--- src/rtl/uart_pkg.sv ---
// Shared UART definitions used by both the transmit serializer and the receiver.
// Optional transmit FIFO is selected with the UART_TX_FIFO_EN macro (see uart_tx_serializer).
package uart_pkg;

  localparam int unsigned DATA_BITS = 8;

  // Parity mode encodings; 3 is treated as "none" as well.
  localparam logic [1:0] PAR_NONE = 2'd0;
  localparam logic [1:0] PAR_EVEN = 2'd1;
  localparam logic [1:0] PAR_ODD  = 2'd2;

  // Stop-bit encodings.
  localparam logic STOP_1 = 1'b0;
  localparam logic STOP_2 = 1'b1;

  typedef enum logic [2:0] {
    StIdle,
    StStart,
    StData,
    StParity,
    StStop1,
    StStop2
  } tx_state_e;

  function automatic logic parity_enabled(input logic [1:0] mode);
    return (mode == PAR_EVEN) || (mode == PAR_ODD);
  endfunction

  // Even parity is the XOR of the data bits; odd parity is its inverse.
  function automatic logic parity_bit(input logic [DATA_BITS-1:0] b, input logic [1:0] mode);
    return (^b) ^ (mode == PAR_ODD);
  endfunction

endpackage

--- src/rtl/uart_tx_fifo.sv ---
// Synchronous FIFO with full/empty flags, placed in front of the transmit FSM when
// UART_TX_FIFO_EN is defined. Depth must be a power of two so pointers wrap naturally.
module uart_tx_fifo #(
  parameter int unsigned Depth = 4,
  parameter int unsigned Width = 8
) (
  input  logic             clk_i,
  input  logic             rst_i,
  input  logic             wr_en_i,
  input  logic [Width-1:0] wr_data_i,
  input  logic             rd_en_i,
  output logic [Width-1:0] rd_data_o,
  output logic             full_o,
  output logic             empty_o
);

  localparam int unsigned PtrW = (Depth > 1) ? $clog2(Depth) : 1;

  logic [Width-1:0] mem_q [Depth];
  logic [PtrW-1:0]  wr_ptr_q, rd_ptr_q;
  logic [PtrW:0]    count_q;
  logic             do_wr, do_rd;

  assign full_o    = (count_q == (PtrW + 1)'(Depth));
  assign empty_o   = (count_q == '0);
  assign rd_data_o = mem_q[rd_ptr_q];

  // A write while full is legal only when a pop frees the slot in the same cycle.
  assign do_rd = rd_en_i && !empty_o;
  assign do_wr = wr_en_i && (!full_o || do_rd);

  // Storage array; contents need no reset because count gates visibility.
  always_ff @(posedge clk_i) begin
    if (do_wr) begin
      mem_q[wr_ptr_q] <= wr_data_i;
    end
  end

  // Pointer and occupancy bookkeeping.
  always_ff @(posedge clk_i) begin
    if (rst_i) begin
      wr_ptr_q <= '0;
      rd_ptr_q <= '0;
      count_q  <= '0;
    end else begin
      if (do_wr) wr_ptr_q <= wr_ptr_q + PtrW'(1);
      if (do_rd) rd_ptr_q <= rd_ptr_q + PtrW'(1);
      case ({do_wr, do_rd})
        2'b10:   count_q <= count_q + (PtrW + 1)'(1);
        2'b01:   count_q <= count_q - (PtrW + 1)'(1);
        default: count_q <= count_q;
      endcase
    end
  end

endmodule

--- src/rtl/uart_tx_serializer.sv ---
// UART transmit serializer: parallel byte in over valid/ready, serial data/valid_data out.
// Frame: start, 8 data bits LSB first, optional parity, one or two stop bits.
// Define UART_TX_FIFO_EN to insert a FIFO_DEPTH-entry input FIFO ahead of the FSM.
module uart_tx_serializer
  import uart_pkg::*;
#(
  parameter int unsigned CLKS_PER_BIT = 1,
  parameter int unsigned FIFO_DEPTH   = 4
) (
  input  logic                 clk,
  input  logic                 rst,
  input  logic [DATA_BITS-1:0] in_data,
  input  logic                 in_valid,
  output logic                 in_ready,
  input  logic [1:0]           paritybit,
  input  logic                 stopbit,
  output logic                 data,
  output logic                 valid_data,
  output logic                 busy
);

  localparam int unsigned    CntW    = (CLKS_PER_BIT > 1) ? $clog2(CLKS_PER_BIT) : 1;
  localparam logic [CntW-1:0] CntMax = CntW'(CLKS_PER_BIT - 1);
  localparam logic [2:0]     LastIdx = 3'(DATA_BITS - 1);

  tx_state_e            state_q;
  logic [CntW-1:0]      cnt_q;
  logic [2:0]           idx_q;
  logic [DATA_BITS-1:0] byte_q;
  logic [1:0]           par_q;
  logic                 stop_q;
  logic                 run_q;
  logic                 data_q, valid_q, busy_q;

  logic                 bit_done, last_stop, fsm_ready, take, line_bit;
  logic                 src_valid, src_stop;
  logic [DATA_BITS-1:0] src_data;
  logic [1:0]           src_par;

  assign bit_done  = (cnt_q == CntMax);
  assign last_stop = (state_q == StStop2) || ((state_q == StStop1) && (stop_q == STOP_1));
  // run_q keeps the handshake closed while in reset and for the reset-release cycle.
  assign fsm_ready = run_q && ((state_q == StIdle) || (last_stop && bit_done));
  assign take      = fsm_ready && src_valid;

`ifdef UART_TX_FIFO_EN
  logic                   fifo_full, fifo_empty;
  logic [DATA_BITS+2:0]   fifo_rdata;

  assign in_ready  = run_q && !fifo_full;
  assign src_valid = !fifo_empty;
  assign {src_par, src_stop, src_data} = fifo_rdata;

  // Frame config travels with its byte so it applies to the frame it was written with.
  uart_tx_fifo #(
    .Depth (FIFO_DEPTH),
    .Width (DATA_BITS + 3)
  ) u_fifo (
    .clk_i     (clk),
    .rst_i     (rst),
    .wr_en_i   (in_valid && in_ready),
    .wr_data_i ({paritybit, stopbit, in_data}),
    .rd_en_i   (take),
    .rd_data_o (fifo_rdata),
    .full_o    (fifo_full),
    .empty_o   (fifo_empty)
  );
`else
  logic unused_fifo_depth;
  assign unused_fifo_depth = ^FIFO_DEPTH;

  assign in_ready  = fsm_ready;
  assign src_valid = in_valid;
  assign src_data  = in_data;
  assign src_par   = paritybit;
  assign src_stop  = stopbit;
`endif

  // Serial level for the bit period the FSM is currently in.
  always_comb begin
    line_bit = 1'b1;
    case (state_q)
      StStart:  line_bit = 1'b0;
      StData:   line_bit = byte_q[idx_q];
      StParity: line_bit = parity_bit(byte_q, par_q);
      default:  line_bit = 1'b1;
    endcase
  end

  // Transmit FSM with registered line outputs that trail the state by one clock.
  always_ff @(posedge clk) begin
    if (rst) begin
      state_q <= StIdle;
      cnt_q   <= '0;
      idx_q   <= '0;
      byte_q  <= '0;
      par_q   <= PAR_NONE;
      stop_q  <= STOP_1;
      run_q   <= 1'b0;
      data_q  <= 1'b1;
      valid_q <= 1'b0;
      busy_q  <= 1'b0;
    end else begin
      run_q   <= 1'b1;
      data_q  <= line_bit;
      valid_q <= (cnt_q == '0);
      busy_q  <= (state_q != StIdle);

      if (take || bit_done) begin
        cnt_q <= '0;
      end else begin
        cnt_q <= cnt_q + CntW'(1);
      end

      if (take) begin
        byte_q <= src_data;
        par_q  <= src_par;
        stop_q <= src_stop;
      end

      case (state_q)
        StIdle: begin
          if (take) state_q <= StStart;
        end
        StStart: begin
          if (bit_done) begin
            state_q <= StData;
            idx_q   <= '0;
          end
        end
        StData: begin
          if (bit_done) begin
            idx_q <= idx_q + 3'd1;
            if (idx_q == LastIdx) begin
              state_q <= parity_enabled(par_q) ? StParity : StStop1;
            end
          end
        end
        StParity: begin
          if (bit_done) state_q <= StStop1;
        end
        StStop1: begin
          if (bit_done) begin
            if (stop_q == STOP_2) begin
              state_q <= StStop2;
            end else begin
              state_q <= take ? StStart : StIdle;
            end
          end
        end
        StStop2: begin
          if (bit_done) state_q <= take ? StStart : StIdle;
        end
        default: state_q <= StIdle;
      endcase
    end
  end

  assign data       = data_q;
  assign valid_data = valid_q;
  assign busy       = busy_q;

endmodule

--- config.mk ---
export PLATFORM = sky130hd
export DESIGN_NAME = uart_tx_serializer
export DESIGN_NICKNAME = d
export VERILOG_FILES = /design/src/rtl/uart_pkg.sv /design/src/rtl/uart_tx_fifo.sv /design/src/rtl/uart_tx_serializer.sv
export SDC_FILE = /design/constraint.sdc
export NUM_CORES = 1
export LEC_CHECK = 0
export ABC_AREA = 1
export CORE_MARGIN = 2
export CORE_UTILIZATION = 50
export CTS_CLUSTER_SIZE = 8
export DETAILED_ROUTE_END_ITERATION = 8
export PLACE_DENSITY = 0.83
export SETUP_SLACK_MARGIN = 0.1
export SLEW_MARGIN = 40
export SYNTH_ARGS = -nofsm -noshare
export SYNTH_HDL_FRONTEND = slang
export SYNTH_SLANG_ARGS = --single-unit
--- constraint.sdc ---
create_clock -name clk -period 2.02 [get_ports clk]
set_input_delay 0.404 -clock clk [delete_from_list [all_inputs] [get_ports clk]]
set_output_delay 0.404 -clock clk [all_outputs]
set_load 0.1 [all_outputs]
After elaboration in Yosys (flattened, before gate mapping)
Index checks and enable logic that the tools add are counted.
{"block": "classes", "add_sub_neg": 2, "bitwise_logic": 3, "multipliers": 0, "magnitude_cmp": 1, "n_mux": 18, "shift": 0, "n_eq_ne": 15, "div": 0, "reduce_logical": 15}
{"operator": "two-way mux 3 bit", "n": 11}
{"operator": "one-hot mux 3 bit (6 select lines)", "n": 1}
{"operator": "inequality test 2 bit, second input constant", "n": 7}
{"operator": "equality test 3 bit, second input constant", "n": 3}
{"operator": "XOR reduction 8 bit", "n": 1}
{"operator": "AND reduction 7 bit", "n": 1}
{"operator": "equality test 3 x 2 -> 1 bit, second input constant", "n": 2}
{"operator": "one-hot mux 3 bit (2 select lines)", "n": 1}
{"operator": "logical AND 1 bit", "n": 4}
{"operator": "logical OR 1 bit", "n": 4}
{"operator": "< comparator 3 x 4 -> 1 bit, second input constant", "n": 1}
{"operator": "adder 3 x 1 -> 3 bit, second input constant", "n": 1}
{"operator": "binary-select mux 1 bit (select 3 bit)", "n": 1}
{"operator": "equality test 3 x 1 -> 1 bit, second input constant", "n": 1}
{"operator": "logical NOT 3 bit", "n": 1}
{"operator": "two-way mux 1 bit", "n": 3}
{"operator": "one-hot mux 1 bit (3 select lines)", "n": 1}
{"operator": "AND reduction 3 bit", "n": 1}
{"operator": "nonzero test 3 bit", "n": 1}
{"operator": "equality test 2 x 1 -> 1 bit, second input constant", "n": 1}
{"operator": "equality test 2 bit, second input constant", "n": 1}
{"operator": "NOT 1 bit", "n": 2}
{"operator": "nonzero test 2 bit", "n": 1}
{"operator": "OR reduction 2 bit", "n": 1}
{"operator": "2 further kinds", "n": 2}
{"block": "totals", "out_inout_bits": 4, "ff_bits": 22, "ram_bits": 0, "latchBits": 0, "memories": 0, "in_bits": 14, "wordCells": 64, "romBits": 0}

Logic depth before layout (Yosys ltp)
{"block": "logic_depth", "ltp_word": 11, "ltp_mapped": 13, "depth_no_buf": 12}

Least setup slack after synthesis
OpenSTA, ideal clock, no wires.
{"block": "synth_path", "kind": "reg2reg", "startpoint": "reg state_q[0]", "endpoint": "reg byte_q[0]", "arrival_time_ns": 2.596, "setup_slack_ns": -0.647, "required_ns": 1.949, "n_path_buf": 0, "synth_period_minus_slack_ns": 2.667, "setup_ns": 0.071, "stages_incl_launch_ff": 9, "cell_sequence": "dfxtp_1 inv_2 nor2_2 nand2_1 nand2_1 nand2_1 a21boi_1 nand3_1 a21oi_1"}
{"block": "synth_between", "elab_chain_cells": 7, "word_cells_on_any_way": 9, "classes_between": "eq/ne: 2; reduce/logical: 7"}
{"item": "from (decl)", "line": "uart_tx_serializer.sv:26", "text": "tx_state_e state_q;"}
{"item": "from (signal assigned)", "line": "uart_tx_serializer.sv:93", "text": "state_q <= StIdle;"}
{"item": "from (signal assigned)", "line": "uart_tx_serializer.sv:123", "text": "if (take) state_q <= StStart;"}
{"item": "from (signal assigned)", "line": "uart_tx_serializer.sv:127", "text": "state_q <= StData;"}
{"item": "equality test 3 bit", "line": "uart_tx_serializer.sv:41", "text": "assign last_stop = (state_q == StStop2) || ((state_q == StStop1) && (stop_q == STOP_1));"}
{"item": "logical AND 1 bit", "line": "uart_tx_serializer.sv:41"}
{"item": "logical OR 1 bit", "line": "uart_tx_serializer.sv:41"}
{"item": "logical AND 1 bit", "line": "uart_tx_serializer.sv:43", "text": "assign fsm_ready = run_q && ((state_q == StIdle) || (last_stop && bit_done));"}
{"item": "logical OR 1 bit (*)", "line": "uart_tx_serializer.sv:43"}
{"item": "logical AND 1 bit (*)", "line": "uart_tx_serializer.sv:43"}
{"item": "via in_ready", "line": "uart_tx_serializer.sv:14", "text": "output logic in_ready,"}
{"item": "logical AND 1 bit (*)", "line": "uart_tx_serializer.sv:44", "text": "assign take = fsm_ready && src_valid;"}
{"item": "to (signal assigned)", "line": "uart_tx_serializer.sv:116", "text": "byte_q <= src_data;"}
{"item": "to (decl)", "line": "uart_tx_serializer.sv:29", "text": "logic [DATA_BITS-1:0] byte_q;"}
Mark *: on every way through the listed nets, which the timed path passes. The rest lies on a longest branch.
A chain may end at the register's enable or synchronous reset.

Worst setup path in the final report
{"block": "layout_path", "startpoint": "reg state_q[0]", "endpoint": "out in_ready"}
{"block": "layout_between", "elab_chain_cells": 6, "word_cells_on_any_way": 8, "classes_between": "eq/ne: 2; reduce/logical: 6"}
{"item": "equality test 3 bit", "line": "uart_tx_serializer.sv:41"}
{"item": "logical AND 1 bit", "line": "uart_tx_serializer.sv:41"}
{"item": "logical OR 1 bit", "line": "uart_tx_serializer.sv:41"}
{"item": "logical AND 1 bit", "line": "uart_tx_serializer.sv:43"}
{"item": "logical OR 1 bit (*)", "line": "uart_tx_serializer.sv:43"}
{"item": "logical AND 1 bit (*)", "line": "uart_tx_serializer.sv:43"}
{"item": "to (decl)", "line": "uart_tx_serializer.sv:14"}
Every way passes the cells marked *; elsewhere a longest branch is shown, timed or not.

==> flow_summary.yaml <==
clock_network:
  cts_tree: "done"
  clock_path_buffers: 2
  clkSinkCount: 22
  clk_latency_ns: 0.31
  clk_pin_slew_ns: 0.11
  holdBufCountCts: 0
  cts-htree-levels: 1
  cts_root_buf: "clkbuf_4"
  cts_buffers: 3
sta:
  fmaxAchievable_ghz: 0.5488
  rsz0062_at_grt: "false"
  slew_violations: 0
  worst_clock_skew_ns: 0.008313
  fin_crit_ns: 1.822
  fin_crit_sh: 0.9021
  hold_viol: 0
  tns_ns: 0
  setup_viol: 0
global_route:
  grt_pass1_wl_um: 3912
  track_usage: 0.2001
  grt_max_degree: 21
  grt_overflow_total: 0
  antenna_found_initial: 0
  use_met1: 0.2325
  gr-usage-met3: 0.06433
  grt_util_met2: 0.3509
  grt_pass1_vias: 959
  grt_busiest_layer: "met2"
floorplanning:
  dieHeight_um: 50.88
  rows: 16
  io-pin-count: 18
  start_util: 0.5433
  die_x_um: 50.88
  die_area_mm2: 0.002588
  coreArea_mm2: 0.002022
detailed_routing:
  vias: 1055
  wl_per_cell_um: 12.14
  first_pass_iters: 4
  vias_per_cell: 5.275
  wl_um: 2427
  ant_nets: 0
  first_iter_violations: 33
  remaining_drc_errors: 0
synth:
  syn_nets: 167
  syn_inst: 150
  syn_area_per_cell_um2: 7.324
  yosysWarningCount: 0
  netlist_area_mm2: 0.001099
  synth-seq-cells: 22
  synth_cell_type_count: 26
  synth-seq-area-share: 0.4009
critical_path:
  worstPathRequired_ns: 1.62
  path_max_fanout: 3
  worstReg2RegStart: "state_q[0]"
  reg2reg_depth: 10
  startpoint_type: "register"
  critPathKind: "register to primary output"
  r2r_slack_ns: 0.32
  slowest_stage: "dfxtp_4"
  cp_common_cell: "nand2_2"
  worstPathArrival_ns: 1.42
  r2r-end: "state_q[0]"
  end_kind: "primary output"
  max_stage_delay_ns: 0.38
  critical_path.cell_chain: "inv_2, nor2_4, nand2_2, nand2_2, nand2_4, a21boi_4, buf_12"
cells_and_area:
  final_nets: 191
  antenna_cells: 0
  final_cell_mix: "nand2_1, a21oi_1, dfxtp_1"
  instances_no_fill: 200
  area_growth_pct: 27.79
  drive_gt1_frac: 0.1503
  final_common_cell: "nand2_1"
  final_area_mm2: 0.001404
hold_path:
  hold-path-endpoint: "par_q[1]"
  min_path_cells: 2
  min_from: "par_q[1]"
  hold_path.class: "register to register"
placed_design:
  gp_congestion: 0.8745
  portBuffers: 17
  place_inst: 193
  dpl_cell_area_mm2: 0.001313
  hpwlAfterDp_um: 1822
run_status:
  outcome: "complete, no violations"
pwr:
  sequentialPowerShare: 0.346
  power.density_mw_per_mm2: 1164
  p_leak_nw: 0.5939
  p_int_mw: 0.9226
  p_sw_frac: 0.4352
  combPwrFrac: 0.509
  p_sw_mw: 0.7109
  totalPowerFinal_mw: 1.634
  clkPwrFrac: 0.145
  irDropWorstVdd_mv: 0.8315
flow_run:
  cap_violations: 0
==> power by group through the flow <==
| stage | Sequential, mW | Clock [mW] | Combinational, mW |
|---|---|---|---|
| floorplan | 0.649 | 0 | 0.499 |
| global placement | 0.557 | 0 | 0.738 |
| detailed placement | 0.560 | 0 | 0.761 |
| CTS | 0.557 | 0.246 | 0.793 |
| global route | 0.572 | 0.265 | 0.912 |
| finish | 0.565 | 0.237 | 0.831 |
==> cells by family (layout without fill, tap and decap cells) <==
group	count (synthesis)	count (layout)	synth area share
fa+ha+maj	3	3	0.03417
simple gates	55	55	0.2175
other cells	1	1	0.003414
xor+xnor	7	7	0.05581
flops	22	22	0.4009
compound gates	39	39	0.2027
buf+inv	23	46	0.08542
==> per-layer routing <==
layer | part of all wire | wire length (um)
met1 | 0.42 | 1025
met5 | 0 | 0
met2 | 0.52 | 1259
met4 | 0.0078 | 19
met3 | 0.051 | 123
==> cell usage after synthesis <==
| master | count | area share |
|---|---|---|
| o31ai_1 | 2 | 0.014 |
| dfxtp_1 | 22 | 0.40 |
| nor3_1 | 3 | 0.014 |
| nand2_2 | 1 | 0.0057 |
| a221o_1 | 1 | 0.0091 |
| nand2_1 | 28 | 0.096 |
| buf_6 | 1 | 0.010 |
| ha_1 | 3 | 0.034 |
| xnor2_1 | 5 | 0.040 |
| o21ai_0 | 12 | 0.055 |
| or2_2 | 1 | 0.0057 |
| nand3_2 | 1 | 0.0091 |
| a21oi_4 | 1 | 0.015 |
| clkbuf_1 | 2 | 0.0068 |
| nor2_1 | 9 | 0.031 |
| nor2_2 | 1 | 0.0057 |
| a31oi_1 | 1 | 0.0057 |
| nand4_1 | 1 | 0.0057 |
| a211oi_1 | 1 | 0.0068 |
| xor2_1 | 2 | 0.016 |
| inv_2 | 1 | 0.0034 |
| nand3_1 | 10 | 0.046 |
| a21oi_1 | 20 | 0.091 |
| a21boi_1 | 1 | 0.0068 |
| inv_1 | 19 | 0.065 |
| conb_1 | 1 | 0.0034 |
==> registers in the layout, summed over array words and instances, names as in the netlist <==
| register | count |
|---|---|
| par_q | 2 |
| busy | 1 |
| state_q | 3 |
| data | 1 |
| run_q | 1 |
| idx_q | 3 |
| stop_q | 1 |
| valid_data | 1 |
| cnt_q | 1 |
| byte_q | 8 |
==> how the worst max path moves through the flow <==
stage | start | to | slack (ns) | cells past startpoint
after floorplan | state_q[0] | in_ready | 0.23 | 6
after global placement | in_valid | state_q[2] | 0.30 | 5
after detailed placement | in_valid | state_q[0] | 0.21 | 5
after CTS | state_q[0] | in_ready | 0.13 | 7
after global routing | state_q[1] | in_ready | 0.10 | 6
final | state_q[0] | in_ready | 0.20 | 7
==> worst max-delay path, delay by kind of cell (launching register included) <==
| kind | cells | cell delay, ns |
|---|---|---|
| simple gates | 4 | 0.31 |
| flops | 1 | 0.38 |
| compound gates | 1 | 0.17 |
| buf+inv | 2 | 0.24 |
==> layout make-up <==
type / count / area (um2)
Multi-Input combinational cell: 105 / 600.6
Clock buffer: 4 / 36.28
Inverter: 20 / 75.07
Fill cell: 171 / 618.1
Tap cell: 27 / 33.78
Timing Repair Buffer: 22 / 210.2
Sequential cell: 22 / 447.9
==> repair_timing <==
action	in CTS	in global routing
endpoints found under the setup margin	1	4
gates cloned	0	0
setup buffers	2	1
endpoints found under the hold margin	0	0
gates resized for setup	4	7
pin swaps	1	3
==> through the flow <==
step | util | hold slack (ns) | setup WS, ns
finish | 0.6943 | 0.4787 | 0.1978
global route | 0.6943 | 0.5107 | 0.1008
global placement | 0.6491 | 0.4562 | 0.2990
CTS | 0.6788 | 0.4798 | 0.1268
detailed placement | 0.6491 | 0.4629 | 0.2146
floorplan | - | 0.4348 | 0.2282
Note: power is estimated with default switching activity, not from simulation.
